**src/rtl/mem_access_unit_if.sv**
```systemverilog
// mem_access_unit_if: EX->MEM op bundle with valid/ready handshake.
// master drives the op fields and in_valid, slave returns in_ready.
interface mem_access_unit_if;
  logic        in_valid;
  logic        in_ready;
  logic        in_store;
  logic [2:0]  in_funct3;
  logic [31:0] in_addr;
  logic [31:0] in_wdata;
  logic [4:0]  in_rd;

  modport master (
    output in_valid, in_store, in_funct3,
    output in_addr, in_wdata, in_rd,
    input  in_ready
  );

  modport slave (
    input  in_valid, in_store, in_funct3,
    input  in_addr, in_wdata, in_rd,
    output in_ready
  );
endinterface

```
**src/rtl/mem_access_unit.sv**
```systemverilog
// mem_access_unit: RV32 MEM stage, loads/stores on word RAM, RMW for SB/SH.
// ports: clk, rst_n, up (op slave), ram_* (to ram_top), wb_* (RegFile), err.
module mem_access_unit #(
  parameter int RAM_AW = 16,
  parameter int DW     = 32
) (
  input  logic              clk,
  input  logic              rst_n,
  mem_access_unit_if.slave  up,
  output logic [RAM_AW-1:0] ram_addr,
  output logic [DW-1:0]     ram_wdata,
  output logic              ram_wen,
  input  logic [DW-1:0]     ram_rdata,
  output logic              wb_we,
  output logic [4:0]        wb_waddr,
  output logic [DW-1:0]     wb_wdata,
  output logic              err
);

  typedef enum logic [2:0] {
    S_IDLE,
    S_RD_WAIT,
    S_RESP,
    S_MERGE,
    S_WR
  } state_t;

  state_t r_state;
  state_t w_nxt;

  logic        r_store;
  logic [2:0]  r_f3;
  logic [1:0]  r_lane;
  logic [31:0] r_wdata;
  logic [4:0]  r_rd;

  logic              w_acc;
  logic              w_bad;
  logic [RAM_AW-1:0] w_ram_addr;
  logic [DW-1:0]     w_ram_wdata;
  logic              w_ram_wen;
  logic              w_wb_we;
  logic [4:0]        w_wb_waddr;
  logic [DW-1:0]     w_wb_wdata;
  logic              w_err;
  logic [7:0]        w_byte;
  logic [15:0]       w_half;
  logic [31:0]       w_ld;
  logic [31:0]       w_mrg;

  assign up.in_ready = (r_state == S_IDLE);
  assign w_acc = up.in_valid && (r_state == S_IDLE);

  // funct3 100/101 exist only as loads (LBU/LHU)
  always_comb begin
    w_bad = 1'b0;
    case (up.in_funct3)
      3'b000: w_bad = 1'b0;
      3'b001: w_bad = up.in_addr[0];
      3'b010: w_bad = |up.in_addr[1:0];
      3'b100: w_bad = up.in_store;
      3'b101: w_bad = up.in_store | up.in_addr[0];
      default: w_bad = 1'b1;
    endcase
  end

  assign w_byte = 8'(ram_rdata >> {r_lane, 3'b000});
  assign w_half = r_lane[1] ? ram_rdata[31:16]
                            : ram_rdata[15:0];

  always_comb begin
    w_ld = ram_rdata;
    case (r_f3)
      3'b000: w_ld = {{24{w_byte[7]}}, w_byte};
      3'b001: w_ld = {{16{w_half[15]}}, w_half};
      3'b100: w_ld = {24'h0, w_byte};
      3'b101: w_ld = {16'h0, w_half};
      default: w_ld = ram_rdata;
    endcase
  end

  always_comb begin
    w_mrg = ram_rdata;
    if (r_f3[0])
      w_mrg[{r_lane[1], 4'b0000} +: 16] = r_wdata[15:0];
    else
      w_mrg[{r_lane, 3'b000} +: 8] = r_wdata[7:0];
  end

  always_comb begin
    w_nxt       = r_state;
    w_ram_addr  = ram_addr;
    w_ram_wdata = ram_wdata;
    w_ram_wen   = 1'b0;
    w_wb_we     = 1'b0;
    w_wb_waddr  = wb_waddr;
    w_wb_wdata  = wb_wdata;
    w_err       = 1'b0;
    unique case (r_state)
      S_IDLE: begin
        if (up.in_valid) begin
          w_ram_addr = up.in_addr[RAM_AW+1:2];
          if (w_bad) begin
            w_err = 1'b1;
          end else if (up.in_store &&
                       up.in_funct3 == 3'b010) begin
            w_ram_wdata = up.in_wdata;
            w_ram_wen   = 1'b1;
            w_nxt       = S_WR;
          end else begin
            w_nxt = S_RD_WAIT;
          end
        end
      end
      S_RD_WAIT: begin
        w_nxt = r_store ? S_MERGE : S_RESP;
      end
      S_RESP: begin
        w_wb_we    = (r_rd != 5'd0);
        w_wb_waddr = r_rd;
        w_wb_wdata = w_ld;
        w_nxt      = S_IDLE;
      end
      S_MERGE: begin
        w_ram_wdata = w_mrg;
        w_ram_wen   = 1'b1;
        w_nxt       = S_WR;
      end
      S_WR: begin
        w_nxt = S_IDLE;
      end
      default: w_nxt = S_IDLE;
    endcase
  end

  always_ff @(posedge clk or negedge rst_n) begin
    if (!rst_n) begin
      r_state <= S_IDLE;
    end else begin
      r_state <= w_nxt;
    end
  end

  always_ff @(posedge clk or negedge rst_n) begin
    if (!rst_n) begin
      ram_addr  <= '0;
      ram_wdata <= '0;
      ram_wen   <= 1'b0;
      wb_we     <= 1'b0;
      wb_waddr  <= '0;
      wb_wdata  <= '0;
      err       <= 1'b0;
    end else begin
      ram_addr  <= w_ram_addr;
      ram_wdata <= w_ram_wdata;
      ram_wen   <= w_ram_wen;
      wb_we     <= w_wb_we;
      wb_waddr  <= w_wb_waddr;
      wb_wdata  <= w_wb_wdata;
      err       <= w_err;
    end
  end

  always_ff @(posedge clk or negedge rst_n) begin
    if (!rst_n) begin
      r_store <= 1'b0;
      r_f3    <= '0;
      r_lane  <= '0;
      r_wdata <= '0;
      r_rd    <= '0;
    end else if (w_acc) begin
      r_store <= up.in_store;
      r_f3    <= up.in_funct3;
      r_lane  <= up.in_addr[1:0];
      r_wdata <= up.in_wdata;
      r_rd    <= up.in_rd;
    end
  end

endmodule
```
**src/flat_wrapper.sv**
```systemverilog
// flat-port wrapper written by rule: the top's interface ports become plain ports
module mem_access_unit_flat 
#(
  parameter int RAM_AW = 16,
  parameter int DW     = 32
)
  (clk, rst_n, ram_addr, ram_wdata, ram_wen, ram_rdata, wb_we, wb_waddr, wb_wdata, err, up_in_valid, up_in_store, up_in_funct3, up_in_addr, up_in_wdata, up_in_rd, up_in_ready);
  mem_access_unit_if up_i ();
  input  logic clk;
  input  logic rst_n;
  output logic [RAM_AW-1:0] ram_addr;
  output logic [DW-1:0] ram_wdata;
  output logic ram_wen;
  input  logic [DW-1:0] ram_rdata;
  output logic wb_we;
  output logic [4:0] wb_waddr;
  output logic [DW-1:0] wb_wdata;
  output logic err;
  input wire logic [$bits(up_i.in_valid)-1:0] up_in_valid;
  input wire logic [$bits(up_i.in_store)-1:0] up_in_store;
  input wire logic [$bits(up_i.in_funct3)-1:0] up_in_funct3;
  input wire logic [$bits(up_i.in_addr)-1:0] up_in_addr;
  input wire logic [$bits(up_i.in_wdata)-1:0] up_in_wdata;
  input wire logic [$bits(up_i.in_rd)-1:0] up_in_rd;
  output wire logic [$bits(up_i.in_ready)-1:0] up_in_ready;
  assign up_i.in_valid = up_in_valid;
  assign up_i.in_store = up_in_store;
  assign up_i.in_funct3 = up_in_funct3;
  assign up_i.in_addr = up_in_addr;
  assign up_i.in_wdata = up_in_wdata;
  assign up_i.in_rd = up_in_rd;
  assign up_in_ready = up_i.in_ready;
  mem_access_unit #(.RAM_AW(RAM_AW), .DW(DW)) u_core (.clk(clk), .rst_n(rst_n), .up(up_i), .ram_addr(ram_addr), .ram_wdata(ram_wdata), .ram_wen(ram_wen), .ram_rdata(ram_rdata), .wb_we(wb_we), .wb_waddr(wb_waddr), .wb_wdata(wb_wdata), .err(err));
endmodule
```
**config.mk**
```make
export PLATFORM = sky130hd
export DESIGN_NAME = mem_access_unit_flat
export DESIGN_NICKNAME = d
export VERILOG_FILES = /design/src/rtl/mem_access_unit_if.sv /design/src/rtl/mem_access_unit.sv /design/src/flat_wrapper.sv
export SDC_FILE = /design/constraint.sdc
export NUM_CORES = 1
export LEC_CHECK = 0
export CELL_PAD_IN_SITES_DETAIL_PLACEMENT = 2
export CELL_PAD_IN_SITES_GLOBAL_PLACEMENT = 2
export CORE_UTILIZATION = 31
export CTS_CLUSTER_DIAMETER = 150
export DETAILED_ROUTE_END_ITERATION = 8
export GPL_ROUTABILITY_DRIVEN = 1
export HOLD_SLACK_MARGIN = 0.03
export PLACE_DENSITY = 0.91
export SLEW_MARGIN = 10
export SYNTH_ARGS = -nofsm -noshare
export SYNTH_HDL_FRONTEND = slang
export SYNTH_SLANG_ARGS = --single-unit
```
**constraint.sdc**
```tcl
create_clock -name clk -period 7.1 [get_ports clk]
set_input_delay 1.065 -clock clk [delete_from_list [all_inputs] [get_ports clk]]
set_output_delay 1.065 -clock clk [all_outputs]
set_load 0.02 [all_outputs]
```
==> impl_results.md, run 1 <==
* Post-synthesis cell area at 6470 sq um
* Maximum VDD drop at 210 uV
* RSZ-0062 raised after global routing: false
* Area of the multi-input gates at 3270 sq um
* Clk slew on worst S/H paths at ~0.060 ns
* Clk buf depth at 2
* Detailed-route via count at about 5900
* Number of enable flip-flop cells after synthesis at 0
* Synth area leaders: dfrtp_1, mux2_2, nand2_1
* Wirelength, routed at 25300 um
* Pre-antenna DRT Iters at 4
* Die H at 146 um
* Mapped Cells at 622
* Hold Fails Final Rpt at 0
* Crit Path Max Fanout at 52
* Max transition margin at 0.299
* Die footprint at 21400 sq um
* Ys flop type: dfrtp_1
* Power density over the cells at 471 nW/um^2
* Via density at 5.51
* Count leader, synth: dfrtp_1
* WP data required at 7.46 ns
* Core area at 20400 sq um
* Clock sinks at 118
* # hold bufs at CTS at 0
* Sum Neg Setup Slack at 0 ns
* Num rows at 52
* P_int at 0.00248 W
* Fraction of synthesis flops using an asynchronous set or reset pin at 1.00
* Final ANT Viol Nets at 0
* Min-delay worst type: reg2reg
* Non-filler cells, final at 1063
* Syn nets at 735
* Yosys reg bits at 118
* # setup viols final at 0
* Routed len/inst at 23.8 um
* Setup crit start kind: flip-flop
* Max Cap Viol at 0
* Antenna cell count at 0
* Cts bufs inserted at 17
* Post-Syn Area per Cell at between 10 and 15 sq um
* Ports at 197
* Post-synthesis sequential area ratio at 0.457
* Die width at 146 um
* Filler cells at approximately 2100
* Fmax at between 200 and 300 MHz
* Share of layout cells above drive strength 1 at 0.185
* Worst Hold End: u_core.wb_wdata[5]
* Hold path start: u_core.wb_wdata[5]
* CTS resizes at 0
* DP Cell Count at 1031
* Nets at 893
* RR Startpoint: u_core.r_lane[1]
* Post-CTS Setup Bufs at 0
* RePlAce Congestion at 0.787
* Leakage power at 3.75 nW
* Register area at 2960 sq um
* Number of global-route vias before repair at around 6500
* Largest net degree at the start of global routing at between 70 and 80
* GRT overflow at 0
* CTS Root Cell: clkbuf_16
* Worst Hold Depth at 2
* Max-slew violations at 0
* RR Endpoint: u_core.ram_wdata[0]
* Crit end category: flip-flop
* Power Total at roughly 0.0043 W
* Most frequent cells after synthesis: dfrtp_1, mux2_2, nand2_1, a21oi_1, nand3_1
* P&R area growth vs syn at 39.7%
* Worst R2R Setup Slack at about 3.2 ns
* I/O Buffers at 182
* Post-synth top area share at 0.457
* Iteration-0 DRC Markers at 299
* First-pass GRT wire length at roughly 39000 um
* Switching pwr at 0.00178 W
* DRC viols at 0
* Crit path DAT at 4.23 ns
* Post-route clock period utilization at 0.545
* Clock power share at 0.196
* Netlist cell types at 40
* CTS tree: built
* Worst skew pair latency at 0.42 ns
* GRT Util Overall at 0.242
* Slew @ Worst Pin at just over 1 ns
* Fin crit period at 3.87 ns
* Synth area leader: dfrtp_1
* H-Tree Depth at 4
* Sequential group share of total power at 0.297
* Logic pwr share at 0.507
* Run status: finished clean
* Net Sw Frac at 0.418
* DP HPWL at 16900 um
* Reg2Reg Depth at 7
* Synthesis warning total at 0
* Clock skew at 0.0100 ns
* Initial core utilization at 0.318
* Initial antenna violation count at 0
* Crit Path Category: reg2reg
-- sequential cells by signal, summed over array words and instances, names as in the netlist, 3 cells and up --
register          cells
u_core.ram_addr      16
u_core.r_wdata       16
u_core.ram_wdata     32
u_core.r_rd           5
u_core.wb_waddr       5
u_core.r_state        3
u_core.wb_wdata      32
u_core.r_f3           3
-- worst max-delay path, stage by stage, from the launching register on --
cell and delay [ns]:
dfrtp_2 0.34, buf_4 0.58, clkinv_1 0.72, ha_1 0.60, nor4bb_2 0.91, a221o_1 0.32
a22o_1 0.16, mux2_2 0.16
-- worst max-delay path by stage --
stage	startpoint	endpoint	slack, ns	cells past startpoint
floorplan	u_core.r_lane[1]	u_core.ram_wdata[16]	4.49	10
global placement	u_core.r_lane[1]	u_core.ram_wdata[5]	3.48	7
detailed placement	u_core.r_lane[1]	u_core.ram_wdata[5]	3.48	7
CTS	u_core.r_lane[1]	u_core.ram_wdata[0]	3.30	7
global route	u_core.r_lane[1]	u_core.ram_wdata[0]	3.10	7
finish	u_core.r_lane[1]	u_core.ram_wdata[0]	3.23	7
-- cell families after synthesis --
kind of cell	after synthesis	synth area share
flops	118	0.457
fa+ha+maj	5	0.00967
simple gates	183	0.141
mux	114	0.197
compound gates	144	0.156
buf+inv	58	0.0404
-- stage by stage --
step | hold WS (ns) | instance area [sq um] | util | setup slack (ns)
2_1_floorplan | 0.458 | 6470 | - | 4.49
3_3_place_gp | 0.459 | 8470 | 0.416 | 3.48
3_5_place_dp | 0.473 | 8470 | 0.416 | 3.48
4_1_cts | 0.487 | 9030 | 0.444 | 3.30
5_1_grt | 0.524 | 9030 | 0.444 | 3.10
6_report | 0.478 | 9030 | 0.444 | 3.23
-- routing by layer --
layer  wire length [um]  share of wire  global-route usage
met5                  0              0                   0
met4                873          0.034               0.102
met2              12600           0.50               0.403
met1              10500           0.42               0.300
met3               1330          0.052              0.0556
-- power groups by stage --
stage          registers (W)  clock network (W)  logic (W)
5_1_grt              0.00131           0.000880    0.00230
4_1_cts              0.00127           0.000849    0.00217
6_report             0.00127           0.000834    0.00215
2_1_floorplan        0.00148                  0   0.000996
3_3_place_gp         0.00124                  0    0.00206
3_5_place_dp         0.00127                  0    0.00212
-- cells in the final DEF (no fill, tap or decap), types with 16 or more instances in the layout --
| cell | n |
|---|---|
| clkdlybuf4s50_1 | 181 |
| dfrtp_1 | 116 |
| mux2_2 | 97 |
| nand2_1 | 88 |
| a21oi_1 | 49 |
| nand3_1 | 32 |
| o21ai_0 | 25 |
| nor2b_1 | 19 |
| a221o_1 | 17 |
| clkbuf_16 | 17 |
| o221ai_1 | 16 |
| mux2i_1 | 16 |
| a22o_1 | 16 |
-- area by class of cell --
class                      instances  area share
multi-input combinational        446       0.362
clock inverter                    13      0.0140
inverter                           5     0.00208
timing repair buffer             192       0.210
tap                              270      0.0374
clock buffer                      19      0.0479
sequential                       118       0.327
Power figures use the tool's default switching activity.
==> run 2, diff against run 1 <==
- CORE_UTILIZATION: 31 -> 29
- PLACE_DENSITY: 0.91 -> 0.87
- clock period: 7.1 -> 3.8 ns (I/O delays scaled with it)
==> run 2 against run 1 <==
  * Global-route usage is 2.2 points lower
  * Largest cell class unchanged
  * Worst hold slack worse by 0.24 ns
  * Core utilization decreased by 2.7 points
  * Clock power increased by 99%
  * Sequential cell count unchanged
  * Sequential share of layout area shrank 0.23 points
==> impl_results.md, run 2 (synthesized netlist as in run 1, its figures left out) <==
* Run status: finished clean
* Sum Neg Setup Slack at 0 ns
* GRT Util Overall at 0.220
* Via density at 5.39
* Power density over the cells at 877 nW/um^2
* Pre-antenna DRT Iters at 7
* Die width at 151 um
* Crit path DAT at ~3.0 ns
* Maximum VDD drop at approximately 370 uV
* Clk slew on worst S/H paths at 0.06 ns
* Clock sinks at 118
* Crit end category: flip-flop
* DP HPWL at 16600 um
* Crit Path Max Fanout at 19
* Nets at 894
* Largest net degree at the start of global routing at roughly 120
* Fin crit period at 2.65 ns
* Die footprint at 22900 sq um
* Most frequent cells in the layout: clkdlybuf4s50_1, dfrtp_1, mux2_2, nand2_1, a21oi_1
* Max Cap Viol at 0
* Hold Fails Final Rpt at 0
* Ports at 197
* Post-CTS Setup Bufs at 0
* Slew @ Worst Pin at about 0.72 ns
* # setup viols final at 0
* Buf/Inv on CP at 1
* Post-DP Area at 8500 sq um
* Num rows at 54
* Core area at ~22000 sq um
* Leakage power at 3.78 nW
* Initial core utilization at 0.296
* Max-slew violations at 0
* Clk buf depth at 2
* Wirelength, routed at about 24000 um
* Final worst slack at 1.15 ns
* Top flop regs: u_core.ram_wdata: 32 flops, u_core.wb_wdata: 32 flops
* CTS Root Cell: clkbuf_16
* Min-delay worst type: in2async
* Iteration-0 DRC Markers at 222
* CP top delay family: adder cells
* Antenna cell count at 0
* P&R area growth vs syn at 40.6%
* Setup WS pre-CTS at approximately 1.0 ns
* Cts bufs inserted at 17
* Number of global-route vias before repair at 6378
* Post-route clock period utilization at 0.698
* Setup crit start kind: flip-flop
* Die H at about 150 um
* RePlAce Congestion at approximately 0.79
* Initial antenna violation count at 2
* CP Cell Sequence: clkinv_1 > ha_1 > and4bb_2 > a221o_1 > a22o_1 > mux2_2
* Final ANT Viol Nets at 0
* CTS tree: built
* Hold WS at 0.240 ns
* Crit Path Category: reg2reg
* WP data required at between 4 and 5 ns
* Fmax at around 380 MHz
* H-Tree Depth at 4
* Crit. path cell count at 6
* Most common cell after layout, fill and taps aside: clkdlybuf4s50_1
* I/O Buffers at 182
* RSZ-0062 raised after global routing: false
* Routed len/inst at 22.7 um
* DRC viols at 0
* Slowest stage cell, crit path: ha_1
* # hold bufs at CTS at 0
* Share of layout cells above drive strength 1 at 0.188
* Detailed-route via count at 5790
* Clock skew at 0.00954 ns
* Max transition margin at 0.518
* GRT overflow at 0
* Worst skew pair latency at 0.43 ns
* Filler cells at 2291
* CTS resizes at 0
* First-pass GRT wire length at 37200 um
* Highest cell delay on the worst timing path at 0.55 ns
* Final Util at 0.417
* Reg2Reg Depth at 6
* Post-route cell area at 9090 sq um
[run 2: cell type report]
| type | count | area, sq um | area share |
|---|---|---|---|
| Sequential cell | 118 | 2960 | 0.325 |
| Inverter | 5 | 18.8 | 0.00206 |
| Clock buffer | 17 | 425 | 0.0468 |
| Tap cell | 280 | 350 | 0.0385 |
| Multi-Input combinational cell | 446 | 3260 | 0.359 |
| Clock inverter | 15 | 170 | 0.0187 |
| Timing Repair Buffer | 193 | 1910 | 0.210 |
[run 2: worst register-to-register path, delay by kind of cell (launching register included)]
kind | cells | cell delay [ns]
adders and majority gates | 1 | 0.56
DFF | 1 | 0.35
and+or+nand+nor | 1 | 0.32
buffers and inverters | 1 | 0.47
AOI/OAI and AO/OA | 2 | 0.56
muxes | 1 | 0.27
[run 2: metal layers]
metal  vias to the layer above  track usage  wire length [um]  share of wire
met2                       179        0.374             12200           0.50
met1                      2959        0.265             10000           0.41
li1                       2603            -                 -              -
met5                         -            0                31         0.0013
met4                         4       0.0775               596          0.024
met3                        45       0.0611              1540          0.063
[run 2: power breakdown]
part	leakage [nW]	internal [W]	switching, W
Clock	0.287	0.000982	0.000675
Combinational	2.07	0.00185	0.00206
Sequential	1.42	0.00186	0.000539
[run 2: worst paths after layout]
check | from | end | slack [ns]
max in group asynchronous | rst_n | u_core.r_lane[1] | 3.01
min in group clk | u_core.wb_wdata[4] | u_core.wb_wdata[4] | 0.49
hold reg to reg | u_core.wb_wdata[4] | u_core.wb_wdata[4] | 0.49
setup reg to reg | u_core.r_lane[1] | u_core.ram_wdata[17] | 1.15
hold / removal | rst_n | u_core.wb_wdata[21] | 0.24
setup / recovery | u_core.r_lane[1] | u_core.ram_wdata[17] | 1.15
[run 2: through the flow]
step | power, W | instances
floorplan | 0.00463 | 622
global placement | 0.00616 | 1042
detailed placement | 0.00632 | 1042
CTS | 0.00806 | 1074
global route | 0.00845 | 1074
finish | 0.00798 | 1074
